### src/rtl/uart_tx_fifo_if.sv
// Bus-side and transmitter-side signals of the UART transmit FIFO, bundled with
// master (bus + transmitter) and slave (the FIFO) views.
interface uart_tx_fifo_if #(
  parameter int DEPTH_LOG2 = 4
);
  // Write side: a byte is taken on any rising edge with wr_en high while the
  //   registered full is low; with full high it is dropped and overflow sets.
  // Transmit side: tx_start pulses one cycle while tx_ready is high; the
  //   transmitter latches tx_data on the next edge and then drops tx_ready
  //   until its frame is done. tx_data is stable from one pop to the next.
  logic [7:0]          wr_data;
  logic                wr_en;
  logic                full;
  logic                empty;
  logic [DEPTH_LOG2:0] level;
  logic                overflow;
  logic                clr_overflow;
  logic [7:0]          tx_data;
  logic                tx_start;
  logic                tx_ready;
  logic [1:0]          fsm_state;

  modport master (
    output wr_data, wr_en, clr_overflow, tx_ready,
    input  full, empty, level, overflow, tx_data, tx_start, fsm_state
  );

  modport slave (
    input  wr_data, wr_en, clr_overflow, tx_ready,
    output full, empty, level, overflow, tx_data, tx_start, fsm_state
  );
endinterface

### src/rtl/uart_tx_fifo.sv
// Circular byte FIFO feeding a UART transmitter through a one-pulse start
// handshake, with registered occupancy flags and a sticky overflow bit.
module uart_tx_fifo #(
  parameter int DEPTH_LOG2 = 4
) (
  input logic          clk,
  input logic          rst,
  uart_tx_fifo_if.slave bus
);
  localparam int DEPTH = 1 << DEPTH_LOG2;
  localparam logic [DEPTH_LOG2:0] FULL_LVL = (DEPTH_LOG2 + 1)'(DEPTH);

  typedef enum logic [1:0] {
    S_IDLE  = 2'd0,
    S_START = 2'd1,
    S_WAIT  = 2'd2,
    S_BUSY  = 2'd3
  } state_t;

  state_t                state;
  logic [7:0]            mem [DEPTH];
  logic [DEPTH_LOG2-1:0] wr_ptr;
  logic [DEPTH_LOG2-1:0] rd_ptr;
  logic [DEPTH_LOG2:0]   level;
  logic [DEPTH_LOG2:0]   level_nxt;
  logic                  full_q;
  logic                  empty_q;
  logic                  ovf_q;
  logic [7:0]            tx_data_q;
  logic                  tx_start_q;
  logic                  wr_acc;
  logic                  pop;

  // Both decisions use the registered flags, so a write while full is dropped
  // even if a pop frees a slot on the same edge.
  assign wr_acc = bus.wr_en && !full_q;
  assign pop    = (state == S_IDLE) && !empty_q && bus.tx_ready;

  always_comb begin
    level_nxt = level;
    case ({wr_acc, pop})
      2'b10:   level_nxt = level + 1'b1;
      2'b01:   level_nxt = level - 1'b1;
      default: level_nxt = level;
    endcase
  end

  always_ff @(posedge clk) begin
    if (wr_acc) mem[wr_ptr] <= bus.wr_data;
  end

  always_ff @(posedge clk or posedge rst) begin
    if (rst) begin
      wr_ptr  <= '0;
      rd_ptr  <= '0;
      level   <= '0;
      full_q  <= 1'b0;
      empty_q <= 1'b1;
      ovf_q   <= 1'b0;
    end else begin
      if (wr_acc) wr_ptr <= wr_ptr + 1'b1;
      if (pop)    rd_ptr <= rd_ptr + 1'b1;
      level   <= level_nxt;
      full_q  <= (level_nxt == FULL_LVL);
      empty_q <= (level_nxt == '0);
      if (bus.wr_en && full_q) ovf_q <= 1'b1;
      else if (bus.clr_overflow) ovf_q <= 1'b0;
    end
  end

  // Drain FSM: WAIT absorbs the transmitter's one-cycle-late tx_ready drop.
  always_ff @(posedge clk or posedge rst) begin
    if (rst) begin
      state      <= S_IDLE;
      tx_data_q  <= 8'h00;
      tx_start_q <= 1'b0;
    end else begin
      tx_start_q <= 1'b0;
      case (state)
        S_IDLE: begin
          if (pop) begin
            tx_data_q  <= mem[rd_ptr];
            tx_start_q <= 1'b1;
            state      <= S_START;
          end
        end
        S_START: state <= S_WAIT;
        S_WAIT:  if (!bus.tx_ready) state <= S_BUSY;
        S_BUSY:  if (bus.tx_ready) state <= S_IDLE;
        default: state <= S_IDLE;
      endcase
    end
  end

  assign bus.full      = full_q;
  assign bus.empty     = empty_q;
  assign bus.level     = level;
  assign bus.overflow  = ovf_q;
  assign bus.tx_data   = tx_data_q;
  assign bus.tx_start  = tx_start_q;
  assign bus.fsm_state = state;
endmodule

### src/flat_wrapper.sv
// flat-port wrapper written by rule: the top's interface ports become plain ports
module uart_tx_fifo_flat 
#(
  parameter int DEPTH_LOG2 = 4
)
  (clk, rst, bus_wr_data, bus_wr_en, bus_clr_overflow, bus_tx_ready, bus_full, bus_empty, bus_level, bus_overflow, bus_tx_data, bus_tx_start, bus_fsm_state);
  uart_tx_fifo_if #(.DEPTH_LOG2(DEPTH_LOG2)) bus_i ();
  input logic clk;
  input logic rst;
  input wire logic [$bits(bus_i.wr_data)-1:0] bus_wr_data;
  input wire logic [$bits(bus_i.wr_en)-1:0] bus_wr_en;
  input wire logic [$bits(bus_i.clr_overflow)-1:0] bus_clr_overflow;
  input wire logic [$bits(bus_i.tx_ready)-1:0] bus_tx_ready;
  output wire logic [$bits(bus_i.full)-1:0] bus_full;
  output wire logic [$bits(bus_i.empty)-1:0] bus_empty;
  output wire logic [$bits(bus_i.level)-1:0] bus_level;
  output wire logic [$bits(bus_i.overflow)-1:0] bus_overflow;
  output wire logic [$bits(bus_i.tx_data)-1:0] bus_tx_data;
  output wire logic [$bits(bus_i.tx_start)-1:0] bus_tx_start;
  output wire logic [$bits(bus_i.fsm_state)-1:0] bus_fsm_state;
  assign bus_i.wr_data = bus_wr_data;
  assign bus_i.wr_en = bus_wr_en;
  assign bus_i.clr_overflow = bus_clr_overflow;
  assign bus_i.tx_ready = bus_tx_ready;
  assign bus_full = bus_i.full;
  assign bus_empty = bus_i.empty;
  assign bus_level = bus_i.level;
  assign bus_overflow = bus_i.overflow;
  assign bus_tx_data = bus_i.tx_data;
  assign bus_tx_start = bus_i.tx_start;
  assign bus_fsm_state = bus_i.fsm_state;
  uart_tx_fifo #(.DEPTH_LOG2(DEPTH_LOG2)) u_core (.clk(clk), .rst(rst), .bus(bus_i));
endmodule
### config.mk
export PLATFORM = sky130hd
export DESIGN_NAME = uart_tx_fifo_flat
export DESIGN_NICKNAME = d
export VERILOG_FILES = /design/src/rtl/uart_tx_fifo_if.sv /design/src/rtl/uart_tx_fifo.sv /design/src/flat_wrapper.sv
export SDC_FILE = /design/constraint.sdc
export NUM_CORES = 1
export LEC_CHECK = 0
export BUFFER_PORTS_ARGS = -buffer_cell sky130_fd_sc_hd__buf_2
export CAP_MARGIN = 20
export CORE_MARGIN = 1
export CORE_UTILIZATION = 45
export DETAILED_ROUTE_END_ITERATION = 8
export PLACE_DENSITY = 0.66
export SYNTH_ARGS = -nofsm -noshare
export SYNTH_HDL_FRONTEND = slang
export SYNTH_SLANG_ARGS = --single-unit
### constraint.sdc
create_clock -name clk -period 2.7 [get_ports clk]
set_clock_uncertainty 0.1 [all_clocks]
set_input_delay 0.675 -clock clk [delete_from_list [all_inputs] [get_ports clk]]
set_output_delay 0.675 -clock clk [all_outputs]
set_load 0.02 [all_outputs]
==> flow_summary_export.csv, run 1 <==
group,metric,value,unit
floorplan,die-area,14800,µm²
synth,yosysSeqAreaShare,0.701,
final_layout,stdcell_count,581,
floorplan,initial_core_util,0.463,
synth,syn_nets,367,
power,clockPowerShare,0.275,
critical_path,cp_data_required_time,2930,ps
final_layout,syn_to_final_growth,14.2,%
power,sw_frac_of_total,0.308,
critical_path,cp-end-kind,"flip-flop",
routing,first_iter_violations,353,
clock_network,cts_sinks,155,
final_layout,nets,414,
synth,synth_ff_type,"edfxtp_1",
timing,max_freq,400,MHz
critical_path,arrival,2740,ps
power,combPwrFrac,0.299,
floorplan,die_w,122,µm
status,status,"finished clean",
critical_path,path_max_fanout,6,
clock_network,clock_path_buffers,2,
placement,hpwl,7.89,mm
clock_network,postCtsSetupBuffers,0,
synth,yosysTopAreaCellShare,0.596,
synth,synth_largest_area_cell,"edfxtp_1",
power,p_leak,0.00267,µW
floorplan,fp.dieH,122,µm
synth,synth_cells,342,
synth,syn-cell-area,6450,µm²
power,peakVddDrop,486,µV
floorplan,core,13900,µm²
clock_network,clock_latency,420,ps
power,seq_power_share,0.425,
routing,dr.pass1.iters,4,
global_routing,track_usage,0.174,
critical_path,cp-start-kind,"flip-flop",
power,power_density,1050,nW/µm²
global_routing,grt_pass1_vias,3262,
timing,worstMarginPinSlew,611,ps
critical_path,path_class,"flip-flop to flip-flop",
routing,ant_nets,0,
hold_path,min_path_type,"input port to async pin",
timing,rsz0062_at_grt,"no",
synth,synth.most_common_cell,"edfxtp_1",
synth,syn_area_per_cell,18.9,µm²
clock_network,cts.root.buffer_cell,"clkbuf_16",
power,p_int,5360,µW
timing,tns,0,ps
timing,holdWs,209,ps
global_routing,globalRouteOverflowTotal,0,
final_layout,antenna_cells,0,
final_layout,layout-drive-gt1-share,0.257,
global_routing,grt_antenna_before_repair,0,
synth,async_flop_share,0.174,
routing,wl,11.4,mm
floorplan,io_pins,32,
clock_network,tritoncts,"built",
run,maxCapViolCount,0,
placement,routabilityCongestion,0.856,
routing,wire_per_inst,19.6,µm
floorplan,num_rows,43,
synth,synth_commonest_cells,"edfxtp_1 (128), nand2_1 (36), dfrtp_1 (26)",
power,switchingPower,2390,µW
timing,final-hold-violation-count,0,
timing,finalCritPeriodShare,0.927,
synth,ys_ff_latch,155,
timing,setup_viol,0,
synth,yosys-top-cells-area,"edfxtp_1 (60%), dfrtp_1 (10%), mux4_1 (7.7%)",
placement,portBuffers,31,
routing,drc,0,
global_routing,grt_pass1_wl,18.2,mm
timing,relSlewSlack,0.593,
synth,synth_edf_count,128,
routing,route.vias.total,3174,
clock_network,cts_made_buffers,17,
routing,vias_per_cell,5.46,
timing,drv_slew,0,
global_routing,grt_max_degree,36,
synth,yosys_warnings,0,
timing,min_period,2500,ps
clock_network,clkTransAtPathRegs,60,ps
clock_network,htreeDepth,4,
placement,dpl.cell_count,550,
synth,netlist-cell-type-count,43,
clock_network,postCtsHoldBufs,0,
-- logic make-up after synthesis --
logic type,Yosys count,synth area share
flip-flops,155,0.701
AND/OR/NAND/NOR,76,0.0599
multiplexers,42,0.154
buffers and inverters,27,0.0275
AO/OA/AOI/OAI,21,0.0219
adder cells (fa/ha/maj),12,0.0233
XOR/XNOR,9,0.0122
-- layout by cell type (no fill, tap or decap), types with 5 or more instances in the layout --
master	Yosys	routed
inv_1	9	9
a21oi_1	7	7
dfrtp_1	26	25
xnor2_1	7	7
ha_1	12	11
clkbuf_16	0	17
buf_4	3	12
nor3_1	6	6
nand2_1	36	36
mux4_1	19	19
nand4_1	5	5
clkinv_2	0	5
buf_2	3	31
clkinvlp_4	0	6
edfxtp_1	128	128
mux4_2	21	21
and2_1	16	16
-- final cells by class --
cell class | instances | area, µm²
fillers | 1077 | 6570
flip-flops and latches | 155 | 4520
multi-input cells | 160 | 1780
clock buffers | 17 | 425
repair buffers | 44 | 265
well taps | 180 | 225
clock inverters | 14 | 108
inverters | 11 | 41.3
-- repair_timing --
action                                 4_1_cts  5_1_grt
resized for setup                            0        5
endpoints found under the hold margin        0        0
setup endpoints to repair                    0        2
-- stage by stage --
step	worst slack, ps	util	area [µm²]	power, µW
final	198	0.528	7360	7760
after global placement	93.8	0.488	6810	5610
after detailed placement	-34.6	0.488	6810	5670
after floorplan	94.9	-	6450	5040
after CTS	26.7	0.527	7340	7810
after global routing	11.6	0.528	7360	8180
-- worst paths after layout --
path	start	endpoint	slack, ps	cells after the start
max	u_core.bus.fsm_state[0]$_DFFE_PP0P_	u_core.bus.empty$_DFF_PP1_	200	11
min	rst	u_core.bus.tx_start$_DFF_PP0_	210	3
max reg2reg	u_core.bus.fsm_state[0]$_DFFE_PP0P_	u_core.bus.empty$_DFF_PP1_	200	11
min reg2reg	u_core.bus.tx_data[7]$_DFFE_PP0P_	u_core.bus.tx_data[7]$_DFFE_PP0P_	360	2
max in group asynchronous	rst	u_core.bus.empty$_DFF_PP1_	1980	3
min in group clk	bus_clr_overflow	u_core.bus.overflow$_DFFE_PP0P_	340	2
-- per-layer routing --
metal | GRT usage | part of all wire | vias up
li1 | - | - | 1456
met1 | 0.238 | 0.46 | 1607
met2 | 0.265 | 0.47 | 94
met3 | 0.0524 | 0.053 | 17
met4 | 0.0648 | 0.015 | 0
met5 | 0 | 0 | -
-- flip-flops by register name, summed over array words and instances (netlist names) --
signal,cells
u_core.bus.empty,1
u_core.bus.fsm_state,2
u_core.bus.full,1
u_core.bus.level,5
u_core.bus.overflow,1
u_core.bus.tx_data,8
u_core.bus.tx_start,1
u_core.mem,128
u_core.rd_ptr,4
u_core.wr_ptr,4
-- power groups by stage --
stage / Combinational, µW / Sequential, µW / Clock (µW)
5_1_grt: 2550 / 3350 / 2280
4_1_cts: 2330 / 3300 / 2170
6_report: 2320 / 3300 / 2140
3_3_place_gp: 2280 / 3330 / 0
2_1_floorplan: 1710 / 3330 / 0
3_5_place_dp: 2320 / 3350 / 0
-- critical path, cell delays in order, from the launching register on --
cell and delay, ps:
dfrtp_1 390, inv_1 130, ha_2 230, nand3b_4 140, nor2_4 140, xor2_1 70, ha_1 210, a21o_1 190
a32o_1 270, nand2_1 80, a31o_2 170, nor4bb_2 280
Note: power is estimated with default switching activity, not from simulation.
==> run 2, diff against run 1 <==
--- a/config.mk
+++ b/config.mk
@@ -10,7 +10,7 @@
 export CORE_MARGIN = 1
 export CORE_UTILIZATION = 45
 export DETAILED_ROUTE_END_ITERATION = 8
-export PLACE_DENSITY = 0.66
+export PLACE_DENSITY = 0.68
 export SYNTH_ARGS = -nofsm -noshare
 export SYNTH_HDL_FRONTEND = slang
 export SYNTH_SLANG_ARGS = --single-unit
==> constraint.sdc (replaced) <==
create_clock -name clk -period 2.3 [get_ports clk]
set_clock_uncertainty 0.1 [all_clocks]
set_input_delay 0.575 -clock clk [delete_from_list [all_inputs] [get_ports clk]]
set_output_delay 0.575 -clock clk [all_outputs]
set_load 0.02 [all_outputs]
==> run 2 against run 1 <==
Compared with the run above:
- the flow now finishes with violations (negative setup slack)
- register-to-register slack lost 280 ps
- via count increased by 3.5%
- critical endpoint is now u_core.bus.full$_DFF_PP0_
- first-iteration DRC count shrank 52%
- core utilization increased by 3.8 points
- die area is the same
- wire length grew 4.7%
- non-clock buffer count is 22 higher
==> flow_summary_export.csv, run 2 (same netlist as run 1, synthesis figures left out) <==
group,metric,value,unit
status,status,"finished, violations left",
status,violations,"negative setup slack",
clock_network,clock_latency,420,ps
global_routing,grt_antenna_before_repair,0,
timing,setup_viol,3,
final_layout,top_register,"u_core.mem",
timing,final-hold-violation-count,0,
power,p_leak,0.00289,µW
routing,wire_per_inst,19.8,µm
routing,ant_nets,0,
critical_path,slowest_stage,"dfrtp_2",
critical_path,slowest_delay,440,ps
floorplan,io_pins,32,
critical_path,path_class,"flip-flop to flip-flop",
run,maxCapViolCount,0,
routing,route.vias.total,3284,
floorplan,core,13900,µm²
global_routing,track_usage,0.180,
floorplan,fp.dieH,122,µm
final_layout,layout_commonest_cell,"edfxtp_1",
power,power_density,1270,nW/µm²
timing,relSlewSlack,0.616,
critical_path,arrival,2620,ps
critical_path,crit_chain,"inv_4 -> ha_4 -> nand3b_4 -> nor2_4 -> xor2_1 -> ha_2 -> a21o_1 -> a32o_1 -> nand2_2 -> a31o_4 -> a211oi_2",
timing,worstMarginPinSlew,575,ps
clock_network,cts_made_buffers,17,
clock_network,postCtsHoldBufs,0,
global_routing,grt_pass1_wl,18.7,mm
critical_path,cp-end-kind,"flip-flop",
routing,first_iter_violations,170,
placement,routabilityCongestion,0.745,
global_routing,grt_max_degree,36,
routing,drc,0,
final_layout,largest_register_ffs,128,
final_layout,nets,436,
timing,holdWs,108,ps
hold_path,min_path_type,"input port to async pin",
timing,rsz0062_at_grt,"yes",
power,total_power,10100,µW
critical_path,r2r_cells,11,
clock_network,htreeDepth,4,
power,peakVddDrop,583,µV
timing,tns,-198,ps
critical_path,timing.rr.start,"u_core.bus.fsm_state[0]$_DFFE_PP0P_",
placement,hpwl,7.92,mm
timing,max_freq,420,MHz
critical_path,reg2reg_slack,-80,ps
routing,vias_per_cell,5.44,
clock_network,clkTransAtPathRegs,60,ps
floorplan,die_w,122,µm
critical_path,cp-start-kind,"flip-flop",
clock_network,cts_sinks,155,
critical_path,worst_r2r_endpoint,"u_core.bus.full$_DFF_PP0_",
final_layout,antenna_cells,0,
final_layout,layout-drive-gt1-share,0.344,
global_routing,globalRouteOverflowTotal,0,
placement,portBuffers,31,
timing,drv_slew,0,
global_routing,grt_pass1_vias,3305,
clock_network,clock_path_buffers,2,
routing,wl,12.0,mm
floorplan,die-area,14800,µm²
final_layout,final_cell_mix,"edfxtp_1 (128), nand2_1 (34), buf_2 (31)",
clock_network,cts.root.buffer_cell,"clkbuf_16",
clock_network,tritoncts,"built",
floorplan,num_rows,43,
timing,finalWorstSetupSlack,-83.5,ps
floorplan,initial_core_util,0.463,
critical_path,path_max_fanout,4,
critical_path,cp_data_required_time,2540,ps
routing,dr.pass1.iters,4,
timing,finalCritPeriodShare,1.04,
timing,min_period,2380,ps
final_layout,syn_to_final_growth,22.4,%
run 2: changes by cell type in the layout (fill, tap and decap cells not counted), sizes merged:
cell	change
inv	+4
clkbuf	+1
buf	+22
clkinv	-4
clkinvlp	-3
bufinv	+3
run 2: what timing repair did:
item / CTS / global route
resized for setup: 11 / 8
pin swaps: 5 / 9
cloned: 0 / 0
endpoints found under the setup margin: 2 / 5
buffers inserted: 8 / 3
run 2: where the power goes:
part	total, µW	internal [µW]	switching, µW
sequential	3850	3510	339
combinational	3300	1660	1640
clock	2900	1820	1090
run 2: layout make-up:
class | count | area, µm²
timing repair buffer | 66 | 581
clock inverter | 14 | 190
fill | 1025 | 6040
clock buffer | 18 | 429
tap | 180 | 225
multi-input combinational | 160 | 1900
inverter | 11 | 45.0
sequential | 155 | 4520
run 2: layer usage:
layer / part of all wire / wire length, µm / global-route usage / up-vias
li1: - / - / - / 1502
met1: 0.45 / 5430 / 0.250 / 1679
met2: 0.48 / 5690 / 0.269 / 84
met3: 0.050 / 602 / 0.0463 / 19
met4: 0.019 / 229 / 0.0787 / 0
met5: 0 / 0 / 0 / -
run 2: how the worst max path moves through the flow:
stage / to / from / depth (start not counted)
floorplan: u_core.bus.empty$_DFF_PP1_ / bus_wr_en / 10
global placement: u_core.mem[8][2]$_DFFE_PP_ / bus_wr_en / 8
detailed placement: u_core.bus.empty$_DFF_PP1_ / bus_wr_en / 9
CTS: u_core.bus.full$_DFF_PP0_ / u_core.bus.fsm_state[0]$_DFFE_PP0P_ / 11
global route: u_core.bus.full$_DFF_PP0_ / u_core.bus.fsm_state[0]$_DFFE_PP0P_ / 11
finish: u_core.bus.full$_DFF_PP0_ / u_core.bus.fsm_state[0]$_DFFE_PP0P_ / 11
run 2: worst max-delay path, delay by kind of cell (launching register included):
kind,cells,cell delay (ps)
compound gates,4,800
flops,1,440
fa+ha+maj,2,370
simple gates,3,350
xor+xnor,1,190
buf+inv,1,80
run 2: through the flow:
step | utilization | cells | instance area (µm²) | setup slack (ps)
3_5_place_dp | 0.509 | 561 | 7090 | -188
5_1_grt | 0.566 | 604 | 7890 | -152
2_1_floorplan | - | 342 | 6520 | 4.67
4_1_cts | 0.562 | 601 | 7830 | -0.419
6_report | 0.566 | 604 | 7890 | -83.5
3_3_place_gp | 0.509 | 561 | 7090 | -121
==> run 3, diff against run 2 <==
--- a/config.mk
+++ b/config.mk
@@ -7,10 +7,14 @@
 export LEC_CHECK = 0
 export BUFFER_PORTS_ARGS = -buffer_cell sky130_fd_sc_hd__buf_2
 export CAP_MARGIN = 20
+export CELL_PAD_IN_SITES_DETAIL_PLACEMENT = 0
+export CELL_PAD_IN_SITES_GLOBAL_PLACEMENT = 1
 export CORE_MARGIN = 1
 export CORE_UTILIZATION = 45
 export DETAILED_ROUTE_END_ITERATION = 8
-export PLACE_DENSITY = 0.68
+export GPL_TIMING_DRIVEN = 0
+export PLACE_DENSITY = 0.75
+export SLEW_MARGIN = 20
 export SYNTH_ARGS = -nofsm -noshare
 export SYNTH_HDL_FRONTEND = slang
 export SYNTH_SLANG_ARGS = --single-unit
==> run 3 against run 2 <==
Compared with the run above:
- the run still ends with negative setup slack left
- register-to-register slack gained 70 ps
- final area shrank 3.4%
- combinational power is essentially flat
- flip-flop and latch count is the same
- clock power shrank 3%
- total power shrank 2.1%
- worst setup slack gained 72 ps
- sequential share of layout area grew 2.0 points
- clock-buffer cell count is the same
- largest cell class unchanged
==> flow_summary_export.csv, run 3 (same netlist as run 1, synthesis figures left out) <==
group,metric,value,unit
clock_network,postCtsHoldBufs,0,
floorplan,die_w,122,µm
critical_path,cp-start-kind,"flip-flop",
global_routing,grt_pass1_wl,19.2,mm
routing,vias_per_cell,5.59,
clock_network,cts_sinks,155,
timing,final-hold-violation-count,0,
final_layout,antenna_cells,0,
timing,relSlewSlack,0.616,
critical_path,critPathBufInv,1,
placement,postPlaceCellArea,6900,µm²
clock_network,cts.root.buffer_cell,"clkbuf_16",
timing,holdWs,105,ps
placement,portBuffers,31,
critical_path,path_max_fanout,4,
hold_path,min_path_type,"input port to async pin",
critical_path,crit_chain,"inv_2 -> ha_4 -> nand3b_4 -> nor2_4 -> xor2_1 -> ha_2 -> a21o_1 -> a32o_1 -> nand2_1 -> a31o_2 -> a211oi_2",
clock_network,cts_made_buffers,17,
clock_network,htreeDepth,4,
floorplan,io_pins,32,
clock_network,clock_path_buffers,2,
status,violations,"negative setup slack",
timing,drv_slew,0,
final_layout,layout-drive-gt1-share,0.318,
routing,wire_per_inst,21.2,µm
routing,dr.pass1.iters,5,
critical_path,arrival,2550,ps
timing,setup_viol,1,
floorplan,fp.dieH,122,µm
floorplan,die-area,14800,µm²
final_layout,nFillCells,1089,
timing,max_freq,433,MHz
global_routing,grt_max_degree,28,
clock_network,clkTransAtPathRegs,60,ps
floorplan,core,13900,µm²
placement,routabilityCongestion,0.741,
critical_path,cp-end-kind,"flip-flop",
final_layout,top_register,"u_core.mem",
run,maxCapViolCount,0,
routing,wl,12.6,mm
routing,route.vias.total,3327,
power,p_leak,0.00277,µW
timing,min_period,2310,ps
final_layout,final_cell_mix,"edfxtp_1 (128), nand2_1 (36), buf_2 (33)",
clock_network,clock_latency,430,ps
timing,worstMarginPinSlew,575,ps
status,status,"finished, violations left",
critical_path,slowest_delay,410,ps
critical_path,path_class,"flip-flop to flip-flop",
critical_path,cp_data_required_time,2540,ps
power,peakVddDrop,953,µV
power,power_density,1290,nW/µm²
clock_network,tritoncts,"built",
timing,tns,-11.6,ps
timing,finalCritPeriodShare,1.01,
critical_path,crit_family,"compound AO/OA/AOI/OAI gates",
routing,first_iter_violations,222,
final_layout,syn_to_final_growth,18.3,%
routing,drc,0,
routing,ant_nets,0,
timing,finalWorstSetupSlack,-11.6,ps
final_layout,nets,427,
placement,hpwl,8.11,mm
final_layout,layout_commonest_cell,"edfxtp_1",
floorplan,num_rows,43,
global_routing,globalRouteOverflowTotal,0,
global_routing,grt_pass1_vias,3338,
global_routing,track_usage,0.189,
timing,rsz0062_at_grt,"yes",
final_layout,post-route-cell-area,7630,µm²
floorplan,initial_core_util,0.463,
critical_path,slowest_stage,"dfrtp_2",
global_routing,grt_antenna_before_repair,0,
final_layout,largest_register_ffs,128,
## run 3: where the power goes
part,internal [µW],total [µW],switching (µW)
Combinational,1580,3330,1760
Clock,1700,2810,1100
Sequential,3510,3710,194
## run 3: final cells by class
type / instances / area [µm²] / area share
Clock inverter: 14 / 171 / 0.0225
Timing Repair Buffer: 42 / 241 / 0.0317
Clock buffer: 18 / 429 / 0.0563
Tap cell: 180 / 225 / 0.0295
Multi-Input combinational cell: 160 / 1860 / 0.243
Sequential cell: 155 / 4520 / 0.593
Buffer: 15 / 139 / 0.0182
Inverter: 11 / 42.5 / 0.00558
## run 3: metal layers
metal	GRT usage	part of all wire	vias to the layer above
met5	0	0	-
met4	0.0579	0.015	0
met3	0.0543	0.068	18
met2	0.295	0.49	98
met1	0.257	0.42	1727
li1	-	-	1484
## run 3: what timing repair did
| action | in CTS | in global routing |
|---|---|---|
| pin swaps | 12 | 2 |
| gates resized for setup | 10 | 2 |
| setup buffers | 11 | 0 |
| endpoints found under the setup margin | 2 | 3 |
## run 3: worst reg2reg max path: cells and delay by family, from the launching register on
kind / cells / cell delay (ps)
flip-flops: 1 / 410
AO/OA/AOI/OAI: 4 / 800
AND/OR/NAND/NOR: 3 / 320
buffers and inverters: 1 / 80
adder cells (fa/ha/maj): 2 / 360
XOR/XNOR: 1 / 170
## run 3: path summary, 6_finish.rpt
kind	cells past startpoint	startpoint	endpoint	slack, ps
setup / recovery	11	u_core.bus.fsm_state[0]$_DFFE_PP0P_	u_core.bus.full$_DFF_PP0_	-10
setup reg to reg	11	u_core.bus.fsm_state[0]$_DFFE_PP0P_	u_core.bus.full$_DFF_PP0_	-10
max in group asynchronous	2	rst	u_core.bus.fsm_state[1]$_DFFE_PP0P_	1580
hold / removal	2	rst	u_core.bus.fsm_state[0]$_DFFE_PP0P_	110
hold reg to reg	2	u_core.bus.tx_data[5]$_DFFE_PP0P_	u_core.bus.tx_data[5]$_DFFE_PP0P_	370
min in group clk	2	bus_clr_overflow	u_core.bus.overflow$_DFFE_PP0P_	240
## run 3: through the flow
stage	utilization	total power (µW)	std cells	setup WS, ps
6_report	0.547	9850	595	-11.6
5_1_grt	0.547	10300	595	-136
4_1_cts	0.547	9900	595	-25.5
3_5_place_dp	0.495	6890	553	-324
3_3_place_gp	0.495	6800	553	-276
2_1_floorplan	-	6010	342	4.67
